### src/rtl/up_pkg.sv
// Shared encodings for the up interrupt controller: FSM states and config register addresses.
package up_pkg;

   typedef enum logic [1:0] {
      ST_IDLE = 2'd0,
      ST_REQ  = 2'd1,
      ST_SERV = 2'd2
   } st_e;

   localparam logic [1:0] ADDR_MASK   = 2'd0;
   localparam logic [1:0] ADDR_MODE   = 2'd1;
   localparam logic [1:0] ADDR_PEND   = 2'd2;
   localparam logic [1:0] ADDR_STATUS = 2'd3;

endpackage

### src/rtl/up_int_sync.sv
// Multi-stage synchroniser for the async request lines plus a registered rising-edge detector.
module up_int_sync #(
   parameter int N_IRQ       = 8,
   parameter int SYNC_STAGES = 2
) (
   input  logic             clk_i,
   input  logic             nrst_i,
   input  logic [N_IRQ-1:0] irq_i,
   output logic [N_IRQ-1:0] s_o,
   output logic [N_IRQ-1:0] rise_o
);

   logic [N_IRQ-1:0] sync_q [SYNC_STAGES];
   logic [N_IRQ-1:0] prev_q;
   logic [N_IRQ-1:0] rise_q;

   always_ff @(posedge clk_i or negedge nrst_i) begin
      if (!nrst_i) begin
         for (int i = 0; i < SYNC_STAGES; i++) sync_q[i] <= '0;
         prev_q <= '0;
         rise_q <= '0;
      end else begin
         sync_q[0] <= irq_i;
         for (int i = 1; i < SYNC_STAGES; i++) sync_q[i] <= sync_q[i-1];
         prev_q <= sync_q[SYNC_STAGES-1];
         // Registered so the edge path lands on PEND one cycle after detection.
         rise_q <= sync_q[SYNC_STAGES-1] & ~prev_q;
      end
   end

   assign s_o    = sync_q[SYNC_STAGES-1];
   assign rise_o = rise_q;

endmodule

### src/rtl/up_int_ctrl.sv
// Interrupt controller for the up core: synchronise, latch/track, mask, prioritise, and hand one
// interrupt at a time to the core through an int/int_ack/eoi handshake.
//
// state   | meaning
// IDLE    | nothing requested, waiting for an eligible line
// REQ     | int high, int_vec frozen, waiting for int_ack (or withdraw)
// SERV    | core servicing int_vec, waiting for eoi
module up_int_ctrl
   import up_pkg::*;
#(
   parameter int N_IRQ       = 8,
   parameter int VEC_W       = 3,
   parameter int SYNC_STAGES = 2
) (
   input  logic             clk_i,
   input  logic             nrst_i,
   input  logic [N_IRQ-1:0] irq_i,
   input  logic             cfg_we_i,
   input  logic [1:0]       cfg_addr_i,
   input  logic [N_IRQ-1:0] cfg_wdata_i,
   output logic [N_IRQ-1:0] cfg_rdata_o,
   output logic             int_o,
   output logic [VEC_W-1:0] int_vec_o,
   input  logic             int_ack_i,
   input  logic             eoi_i
);

   logic [N_IRQ-1:0] mask_q, mask_d;
   logic [N_IRQ-1:0] mode_q, mode_d;
   logic [N_IRQ-1:0] pend_q, pend_d;
   logic [N_IRQ-1:0] s, rise;
   logic [N_IRQ-1:0] pend_view, eligible;
   logic [VEC_W-1:0] vec_q, vec_d, winner;
   logic             int_q, int_d;
   st_e              state_q, state_d;
   logic             wr_mask, wr_mode, wr_pend, ack_take;

   function automatic logic [VEC_W-1:0] prio_enc(input logic [N_IRQ-1:0] req);
      logic [VEC_W-1:0] idx;
      idx = '0;
      for (int i = N_IRQ-1; i >= 0; i--) begin
         if (req[i]) idx = VEC_W'(i);
      end
      return idx;
   endfunction

   up_int_sync #(
      .N_IRQ       (N_IRQ),
      .SYNC_STAGES (SYNC_STAGES)
   ) u_sync (
      .clk_i  (clk_i),
      .nrst_i (nrst_i),
      .irq_i  (irq_i),
      .s_o    (s),
      .rise_o (rise)
   );

   assign wr_mask  = cfg_we_i && (cfg_addr_i == ADDR_MASK);
   assign wr_mode  = cfg_we_i && (cfg_addr_i == ADDR_MODE);
   assign wr_pend  = cfg_we_i && (cfg_addr_i == ADDR_PEND);
   assign ack_take = (state_q == ST_REQ) && int_ack_i;

   // Level lines are never stored; their PEND view follows the synchronised input directly.
   assign pend_view = (pend_q & mode_q) | (s & ~mode_q);
   assign eligible  = pend_view & mask_q;
   assign winner    = prio_enc(eligible);

   always_comb begin
      mask_d = wr_mask ? cfg_wdata_i : mask_q;
      mode_d = wr_mode ? cfg_wdata_i : mode_q;
      pend_d = pend_q;
      if (wr_mode)  pend_d = pend_d & ~(mode_q ^ cfg_wdata_i);
      if (wr_pend)  pend_d = pend_d & ~cfg_wdata_i;
      if (ack_take) pend_d = pend_d & ~(N_IRQ'(1) << vec_q);
      // Set is applied last so a new edge always survives a same-cycle clear.
      pend_d = (pend_d | (rise & mode_q)) & mode_d;
   end

   always_comb begin
      state_d = state_q;
      int_d   = int_q;
      vec_d   = vec_q;
      unique case (state_q)
         ST_IDLE: begin
            int_d = 1'b0;
            if (|eligible) begin
               state_d = ST_REQ;
               int_d   = 1'b1;
               vec_d   = winner;
            end
         end
         ST_REQ: begin
            if (int_ack_i) begin
               state_d = ST_SERV;
               int_d   = 1'b0;
            end else if (!eligible[vec_q]) begin
               state_d = ST_IDLE;
               int_d   = 1'b0;
            end
         end
         ST_SERV: begin
            int_d = 1'b0;
            if (eoi_i) state_d = ST_IDLE;
         end
         default: begin
            state_d = ST_IDLE;
            int_d   = 1'b0;
         end
      endcase
   end

   always_ff @(posedge clk_i or negedge nrst_i) begin
      if (!nrst_i) begin
         mask_q  <= '0;
         mode_q  <= '0;
         pend_q  <= '0;
         state_q <= ST_IDLE;
         int_q   <= 1'b0;
         vec_q   <= '0;
      end else begin
         mask_q  <= mask_d;
         mode_q  <= mode_d;
         pend_q  <= pend_d;
         state_q <= state_d;
         int_q   <= int_d;
         vec_q   <= vec_d;
      end
   end

   always_comb begin
      cfg_rdata_o = '0;
      unique case (cfg_addr_i)
         ADDR_MASK:   cfg_rdata_o = mask_q;
         ADDR_MODE:   cfg_rdata_o = mode_q;
         ADDR_PEND:   cfg_rdata_o = pend_view;
         ADDR_STATUS: cfg_rdata_o[VEC_W+1:0] = {state_q, vec_q};
         default:     cfg_rdata_o = '0;
      endcase
   end

   assign int_o     = int_q;
   assign int_vec_o = vec_q;

endmodule

### config.mk
export PLATFORM = sky130hd
export DESIGN_NAME = up_int_ctrl
export DESIGN_NICKNAME = d
export VERILOG_FILES = /design/src/rtl/up_pkg.sv /design/src/rtl/up_int_sync.sv /design/src/rtl/up_int_ctrl.sv
export SDC_FILE = /design/constraint.sdc
export NUM_CORES = 1
export LEC_CHECK = 0
export ABC_AREA = 1
export CAP_MARGIN = 25
export CORE_UTILIZATION = 29
export CTS_CLUSTER_SIZE = 30
export DETAILED_ROUTE_END_ITERATION = 8
export PLACE_DENSITY = 0.5
export SETUP_SLACK_MARGIN = 0.5
export SLEW_MARGIN = 15
export SYNTH_ARGS = -nofsm -noshare
export SYNTH_HDL_FRONTEND = slang
export SYNTH_SLANG_ARGS = --single-unit
### constraint.sdc
create_clock -name clk_i -period 1.4 [get_ports clk_i]
set_clock_uncertainty 0.2 [all_clocks]
set_input_delay 0.21 -clock clk_i [delete_from_list [all_inputs] [get_ports clk_i]]
set_output_delay 0.21 -clock clk_i [all_outputs]
set_load 0.1 [all_outputs]
==> summary.md, run 1 <==
| Metric | Value |
|---|---|
| Sequential-to-total area share from yosys stat | `55.46%` |
| Final weighted congestion in routability-driven placement | `0.7745` |
| Worst hold slack after final layout | `-0.4828 ns` |
| Core box area | `9284 µm²` |
| Die span in y | `100.2 µm` |
| Half-perimeter wire length after placement | `5078 µm` |
| Met2 layer usage reported by global route | `26.40%` |
| Setup repair after global routing missed its margin | `true` |
| Worst min-delay path class | `input port to asynchronous set/reset pin` |
| Average wire per standard cell | `13.48 µm` |
| Root buffer cell | `clkbuf_8` |
| Minimum clock period | `around 1.8 ns` |
| Total detailed-routing wirelength | `7589 µm` |
| Vias in the first global route | `2546` |
| CTS Buf Count | `9` |
| Total Nets Final | `453` |
| Global-route wire length before repair | `~12000 µm` |
| Clock tree sinks | `62` |
| Site Rows | `35` |
| Latest clock arrival within the worst-skew pair | `0.35 ns` |
| Max Transition Viols Final | `0` |
| Outcome | `finished with violations` |
| Max-slew headroom | `78.84%` |
| Part of the cycle the worst path needs | `130.0%` |
| Cell variety after synth | `31` |
| Grt met1 use | `roughly a fifth` |
| CTS tree | `done` |
| Category of the worst setup path capture point | `output port` |
| GRT Overall Usage | `between 15 and 20%` |
| Flip-flop and latch count after synthesis | `62` |
| FMAX | `0.5494 GHz` |
| Clock-pin slew on the worst setup and hold paths | `roughly 0.07 ns` |
| DP Worst Slack | `-0.7044 ns` |
| Initial antenna violation count | `0` |
| Maximum number of pins on one net before global-route repair | `33` |
| Syn Area/Cell | `8.967 µm²` |
| Die Span X | `100.2 µm` |
| Maximum level of the CTS H-tree | `3` |
| Post-layout worst setup margin | `-0.4202 ns` |
| Final hold violation count | `62` |
| CP max FO | `2` |
| Fill cell total of the finished layout | `850` |
| Final ANT Viol Nets | `0` |
| Met3 track demand over resource in global routing | `2.855%` |
| Violated checks | `negative hold slack, negative setup slack` |
| Initial DRC count | `76` |
| Data arrival time of the critical path | `1.41 ns` |
| DRC violation count after routing | `0` |
| Number of max-cap violations | `0` |
| Initial DRT Pass Iterations | `4` |
| Cell taking the most area after synthesis | `dfrtp_1` |
| Io pins | `35` |
| Die outline area | `10040 µm²` |
| Post-synthesis instance area | `2798 µm²` |
| Proportion of layout cells with a drive suffix above 1 | `55.53%` |
| Number of failing setup endpoints in the final timing report | `23` |
| Signed area change from the synthesized netlist to the final layout | `76.65%` |
| Max Root-Sink Buffers | `2` |
| Effective utilization at floorplan | `30.13%` |
| Top cell type's share of synthesized area | `55.46%` |
| IO buf count | `34` |
| Critical path class | `flip-flop to output port` |
| Area contributors post-synth | `dfrtp_1 (55%), nand2_1 (12%), inv_1 (5.5%)` |
| Static Leak | `2.256 nW` |
| Detail-routed via count per cell | `~4.5` |
| Power density over the cells | `approximately 1600 nW/µm²` |
| Data required time of the critical path | `0.99 ns` |
| Ant diodes | `0` |
| Gr ovfl total | `0` |
| Critical path startpoint category | `flip-flop` |
| Syn_nets | `335` |
| Synthesis warning total | `0` |
| Vias after detailed routing | `2540` |
| Gate count after technology mapping | `312` |
| Slew at the pin with the worst max-slew slack | `approximately 0.32 ns` |
| Top Usage Layer GRT | `met2` |
| Peak VDD IR | `615.7 µV` |
## per-stage QoR
stage / utilization, % / total power [mW] / cells / area, µm² / setup TNS (ns)
global placement: 42.66 / 5.303 / 513 / 3960 / -18.80
floorplan: - / 4.152 / 312 / 2994 / -3.952
CTS: 49.76 / 7.418 / 551 / 4619 / -5.001
finish: 53.23 / 7.740 / 563 / 4942 / -5.182
global route: 53.23 / 8.160 / 563 / 4942 / -6.760
detailed placement: 42.66 / 5.328 / 513 / 3960 / -19.04
## cell usage after synthesis (all sizes together)
cell,instances
nand2,98
dfrtp,62
inv,47
nand3,24
o21ai,18
nor2,17
a21oi,10
o2111ai,9
buf,4
mux2,4
o22ai,4
xnor2,4
o211ai,3
a31oi,2
a31o,1
nand3b,1
nand4,1
nor3,1
o21a,1
o31ai,1
## area by class of cell
cell class              instances  area, µm²  share of cell area (%)
clock buffers                  11      141.4                   2.861
clock inverters                 4      47.55                  0.9620
inverters                      47      192.7                   3.899
multi-input cells             199       1575                   31.87
flip-flops and latches         62       1568                   31.72
well taps                     129      161.4                   3.266
repair buffers                111       1256                   25.42
## critical path: stages (launching register included)
cell     delay (ns)
dfrtp_4        0.48
inv_2          0.07
o22ai_2        0.06
a31oi_1        0.13
nand2_1        0.12
buf_12         0.19
## cell usage in the layout (no fill, tap or decap), types with 4 or more instances in the layout
cell type and count:
a21oi_1 4, a21oi_2 6, buf_12 17, buf_4 39, buf_6 31, clkbuf_8 10
clkdlybuf4s50_1 18, dfrtp_1 57, dfrtp_4 4, inv_1 27, inv_2 14, inv_4 5
nand2_1 56, nand2_2 24, nand2_4 15, nand3_1 4, nand3_2 17, nor2_1 10
nor2_4 7, o2111ai_2 8, o21ai_2 13
## registers in the layout, indices dropped and copies added (netlist names)
signal / flops
mode_q: 8
u_sync.s_o: 8
u_sync.rise_o: 8
state_q: 2
int_vec_o: 3
mask_q: 8
u_sync.sync_q: 8
pend_q: 8
u_sync.prev_q: 8
int_o: 1
## where the power goes
group	internal (mW)	total [mW]	switching (mW)	leakage, nW
Sequential	2.08	2.30	0.224	0.740
Combinational	1.71	3.88	2.18	1.42
Clock	0.855	1.55	0.697	0.0952
Total	4.64	7.74	3.10	2.26
## final timing paths
check / startpoint / to / slack, ns / cells past startpoint
worst max-delay path: int_vec_o[2]$_DFFE_PN0P_ / cfg_rdata_o[2] / -0.42 / 5
worst min-delay path: nrst_i / u_sync.prev_q[0]$_DFF_PN0_ / -0.48 / 1
worst max register to register: mode_q[5]$_DFF_PN0_ / int_vec_o[1]$_DFFE_PN0P_ / -0.31 / 11
worst min register to register: u_sync.sync_q[11]$_DFF_PN0_ / u_sync.s_o[3]$_DFF_PN0_ / 0.15 / 0
max in group asynchronous: nrst_i / int_vec_o[2]$_DFFE_PN0P_ / 1.03 / 2
min in group clk_i: irq_i[7] / u_sync.sync_q[15]$_DFF_PN0_ / 0.10 / 1
## logic make-up (layout without fill, tap and decap cells)
| group | after synthesis | in the layout | share of synthesized area (%) |
|---|---|---|---|
| muxes | 4 | 4 | 1.878 |
| buffers and inverters | 51 | 173 | 7.558 |
| DFF | 62 | 62 | 55.46 |
| xor gates and xnor gates | 4 | 4 | 1.252 |
| and+or+nand+nor | 142 | 142 | 22.90 |
| AOI/OAI and AO/OA | 49 | 49 | 10.96 |
## routing by layer
metal | vias up | part of all wire, %
met5 | - | 0
met4 | 0 | 1.8
met3 | 9 | 3.0
met2 | 33 | 50
met1 | 1248 | 45
li1 | 1250 | -
## timing repair
action | CTS | global route
buffers inserted | 23 | 12
pin swaps | 34 | 41
endpoints found under the setup margin | 42 | 42
resized for setup | 88 | 59
endpoints found under the hold margin | 62 | 62
Power figures use the tool's default switching activity.
==> inputs of run 2 (changes only) <==
--- a/config.mk
+++ b/config.mk
@@ -10,6 +10,7 @@
 export CORE_UTILIZATION = 29
 export CTS_CLUSTER_SIZE = 30
 export DETAILED_ROUTE_END_ITERATION = 8
+export HOLD_SLACK_MARGIN = 0.02
 export PLACE_DENSITY = 0.5
 export SETUP_SLACK_MARGIN = 0.5
 export SLEW_MARGIN = 15
==> results of run 2 <==
Same layout as run 1: the final DEF is identical, and so are final timing and power.
==> inputs of run 3 (changes only) <==
--- a/config.mk
+++ b/config.mk
@@ -7,11 +7,12 @@
 export LEC_CHECK = 0
 export ABC_AREA = 1
 export CAP_MARGIN = 25
-export CORE_UTILIZATION = 29
+export CORE_UTILIZATION = 25
 export CTS_CLUSTER_SIZE = 30
 export DETAILED_ROUTE_END_ITERATION = 8
+export GPL_ROUTABILITY_DRIVEN = 0
 export HOLD_SLACK_MARGIN = 0.02
-export PLACE_DENSITY = 0.5
+export PLACE_DENSITY = 0.45
 export SETUP_SLACK_MARGIN = 0.5
 export SLEW_MARGIN = 15
 export SYNTH_ARGS = -nofsm -noshare
==> run 3 against run 2 <==
  * The flow still finishes with violations (negative hold slack, negative setup slack)
  * Critical path depth did not move
  * First-iteration DRC count increased by 14%
  * Sequential share of layout area increased by 0.099 points
  * Sequential power about the same
  * Maximum frequency down 0.49%
  * Global-route usage decreased by 1.8 points
  * Worst setup slack lost 0.0090 ns
  * Die area up 16%
  * Critical path type unchanged
  * Highest routed layer unchanged
==> summary.md, run 3 (synthesized netlist as in run 1, its figures left out) <==
| Metric | Value |
|---|---|
| Outcome | `finished with violations` |
| Violated checks | `negative hold slack, negative setup slack` |
| Global-route wire length before repair | `12590 µm (+1.9%)` |
| IO buf count | `34 (unchanged)` |
| Initial DRC count | `87 (+14%)` |
| Cell Area, Placed | `4014 µm² (+1.4%)` |
| Io pins | `35 (unchanged)` |
| Core box area | `10890 µm² (+17%)` |
| Minimum clock period | `1.829 ns (+0.009003 ns)` |
| Vias in the first global route | `2561 (+0.59%)` |
| Initial DRT Pass Iterations | `4 (unchanged)` |
| Die Span X | `107.8 µm (+7.5%)` |
| Storage cell area | `1570 µm² (+0.16%)` |
| Critical R2R Launch | `pend_q[7]$_DFF_PN0_` |
| Data arrival time of the critical path | `1.42 ns (about the same)` |
| Max Transition Viols Final | `0 (unchanged)` |
| Average wire per standard cell | `13.39 µm (-0.64%)` |
| Grt met1 use | `19.49% (-1.9 points)` |
| Ant diodes | `0 (unchanged)` |
| Number of failing setup endpoints in the final timing report | `25 (+8.7%)` |
| GRT Overall Usage | `14.51% (-1.8 points)` |
| Power density over the cells | `1610 nW/µm² (+2.8%)` |
| Total detailed-routing wirelength | `7674 µm (+1.1%)` |
| Post-layout worst setup margin | `-0.4292 ns (-0.009003 ns)` |
| Max Root-Sink Buffers | `2 (unchanged)` |
| Data required time of the critical path | `0.99 ns (about the same)` |
| Area occupied by multi-input gates | `1514 µm² (-3.9%)` |
| Post-Route Utilization | `45.32% (-7.9 points)` |
| Slew at the pin with the worst max-slew slack | `0.3365 ns (+0.02047 ns)` |
| Detail-routed via count per cell | `4.241 (-6.0%)` |
| Max-slew headroom | `77.57% (-1.3 points)` |
| Maximum level of the CTS H-tree | `3 (unchanged)` |
| Total Nets Final | `451 (-0.44%)` |
| CP max FO | `3 (+1)` |
| Worst hold slack after final layout | `-0.3265 ns (+0.1563 ns)` |
| Signed area change from the synthesized netlist to the final layout | `76.39%` |
| Critical path class | `flip-flop to output port` |
| Static Leak | `2.248 nW (-0.34%)` |
| Setup tns final | `-5.517 ns (-0.3345 ns)` |
| CTS tree | `done` |
| DRC violation count after routing | `0 (unchanged)` |
| Met3 track demand over resource in global routing | `3.390% (+0.53 points)` |
| Crit path buffers/inverters | `2 (unchanged)` |
| FMAX | `0.5467 GHz (-0.49%)` |
| Final hold violation count | `62 (unchanged)` |
| Proportion of layout cells with a drive suffix above 1 | `52.19% (-3.3 points)` |
| Largest delay share family, worst path | `flip-flops` |
| DP Worst Slack | `-0.7119 ns (-0.007464 ns)` |
| Initial antenna violation count | `0 (unchanged)` |
| Final ANT Viol Nets | `0 (unchanged)` |
| Number of max-cap violations | `0 (unchanged)` |
| Top library cells by usage in the layout, fill and taps aside | `nand2_1 (63), dfrtp_1 (55), buf_4 (37), inv_1 (27), buf_6 (25)` |
| Category of the worst setup path capture point | `output port` |
| Root buffer cell | `clkbuf_8` |
| Gr ovfl total | `0 (unchanged)` |
| Most common cell after layout, fill and taps aside | `nand2_1` |
| Half-perimeter wire length after placement | `5166 µm (+1.7%)` |
| Site Rows | `38 (+8.6%)` |
| Maximum number of pins on one net before global-route repair | `63 (+91%)` |
| Top Usage Layer GRT | `met2` |
| Effective utilization at floorplan | `25.70% (-4.4 points)` |
| Die span in y | `107.8 µm (+7.5%)` |
| Fill cell total of the finished layout | `1023 (+20%)` |
| Peak VDD IR | `795.3 µV (+29%)` |
| Launch point of the worst path | `state_q[1]$_DFFE_PN0P_` |
| Met2 layer usage reported by global route | `22.48% (-3.9 points)` |
| Worst min-delay path class | `input port to asynchronous set/reset pin` |
| Clock tree sinks | `62 (unchanged)` |
| Largest stage delay on the critical path | `0.40 ns (-0.08 ns)` |
| Clock-pin slew on the worst setup and hold paths | `0.07 ns (about the same)` |
| Critical-path cell with the highest stage delay | `dfrtp_1` |
| CTS Buf Count | `9 (unchanged)` |
| Latest clock arrival within the worst-skew pair | `0.34 ns (about the same)` |
| Worst path cell trace | `inv_2 > o22ai_1 > a31oi_4 > nand2_8 > buf_12` |
| Part of the cycle the worst path needs | `130.7% (+0.64 points)` |
| Post-layout instance area | `4935 µm² (-0.15%)` |
| Vias after detailed routing | `2430 (-4.3%)` |
| Setup repair after global routing missed its margin | `true` |
| Die outline area | `11620 µm² (+16%)` |
| Critical path startpoint category | `flip-flop` |
## run 3: cell type report
type / instances / share of cell area [%]
timing repair buffer: 109 / 25.58
multi-input combinational: 199 / 30.68
clock inverter: 2 / 0.7606
inverter: 47 / 3.905
tap: 140 / 3.550
clock buffer: 14 / 3.702
sequential: 62 / 31.82
## run 3: worst paths after layout
kind	to	slack, ns	depth (start not counted)
max	cfg_rdata_o[4]	-0.43	5
min	u_sync.prev_q[4]$_DFF_PN0_	-0.33	2
max reg2reg	int_vec_o[0]$_DFFE_PN0P_	-0.33	15
min reg2reg	u_sync.s_o[1]$_DFF_PN0_	0.15	0
max in group asynchronous	int_vec_o[0]$_DFFE_PN0P_	1.03	2
min in group clk_i	mode_q[1]$_DFF_PN0_	0.09	3
## run 3: stage by stage
| stage | power [mW] | instances | hold WS (ns) |
|---|---|---|---|
| after CTS | 7.790 | 568 | -0.3200 |
| after floorplan | 4.152 | 312 | -0.2856 |
| after global routing | 8.397 | 573 | -0.3106 |
| after detailed placement | 5.423 | 531 | 0.05478 |
| after global placement | 5.405 | 531 | 0.05195 |
| final | 7.945 | 573 | -0.3265 |
## run 3: per-layer routing
| layer | share of wire, % | vias up |
|---|---|---|
| li1 | - | 1242 |
| met1 | 49 | 1150 |
| met2 | 47 | 29 |
| met3 | 2.7 | 9 |
| met4 | 1.4 | 0 |
| met5 | 0 | - |
## run 3: what timing repair did
item                                    in CTS  in global routing
pin swaps                                   34                 21
endpoints found under the setup margin      43                 43
gates resized for setup                    107                 34
hold endpoints to repair                    62                 62
gates cloned                                 1                  0
setup buffers                               20                  5
## run 3: where the power goes
part	switching (mW)	internal (mW)	total, mW
clock	0.683	1.02	1.70
sequential	0.227	2.08	2.31
combinational	2.15	1.78	3.93
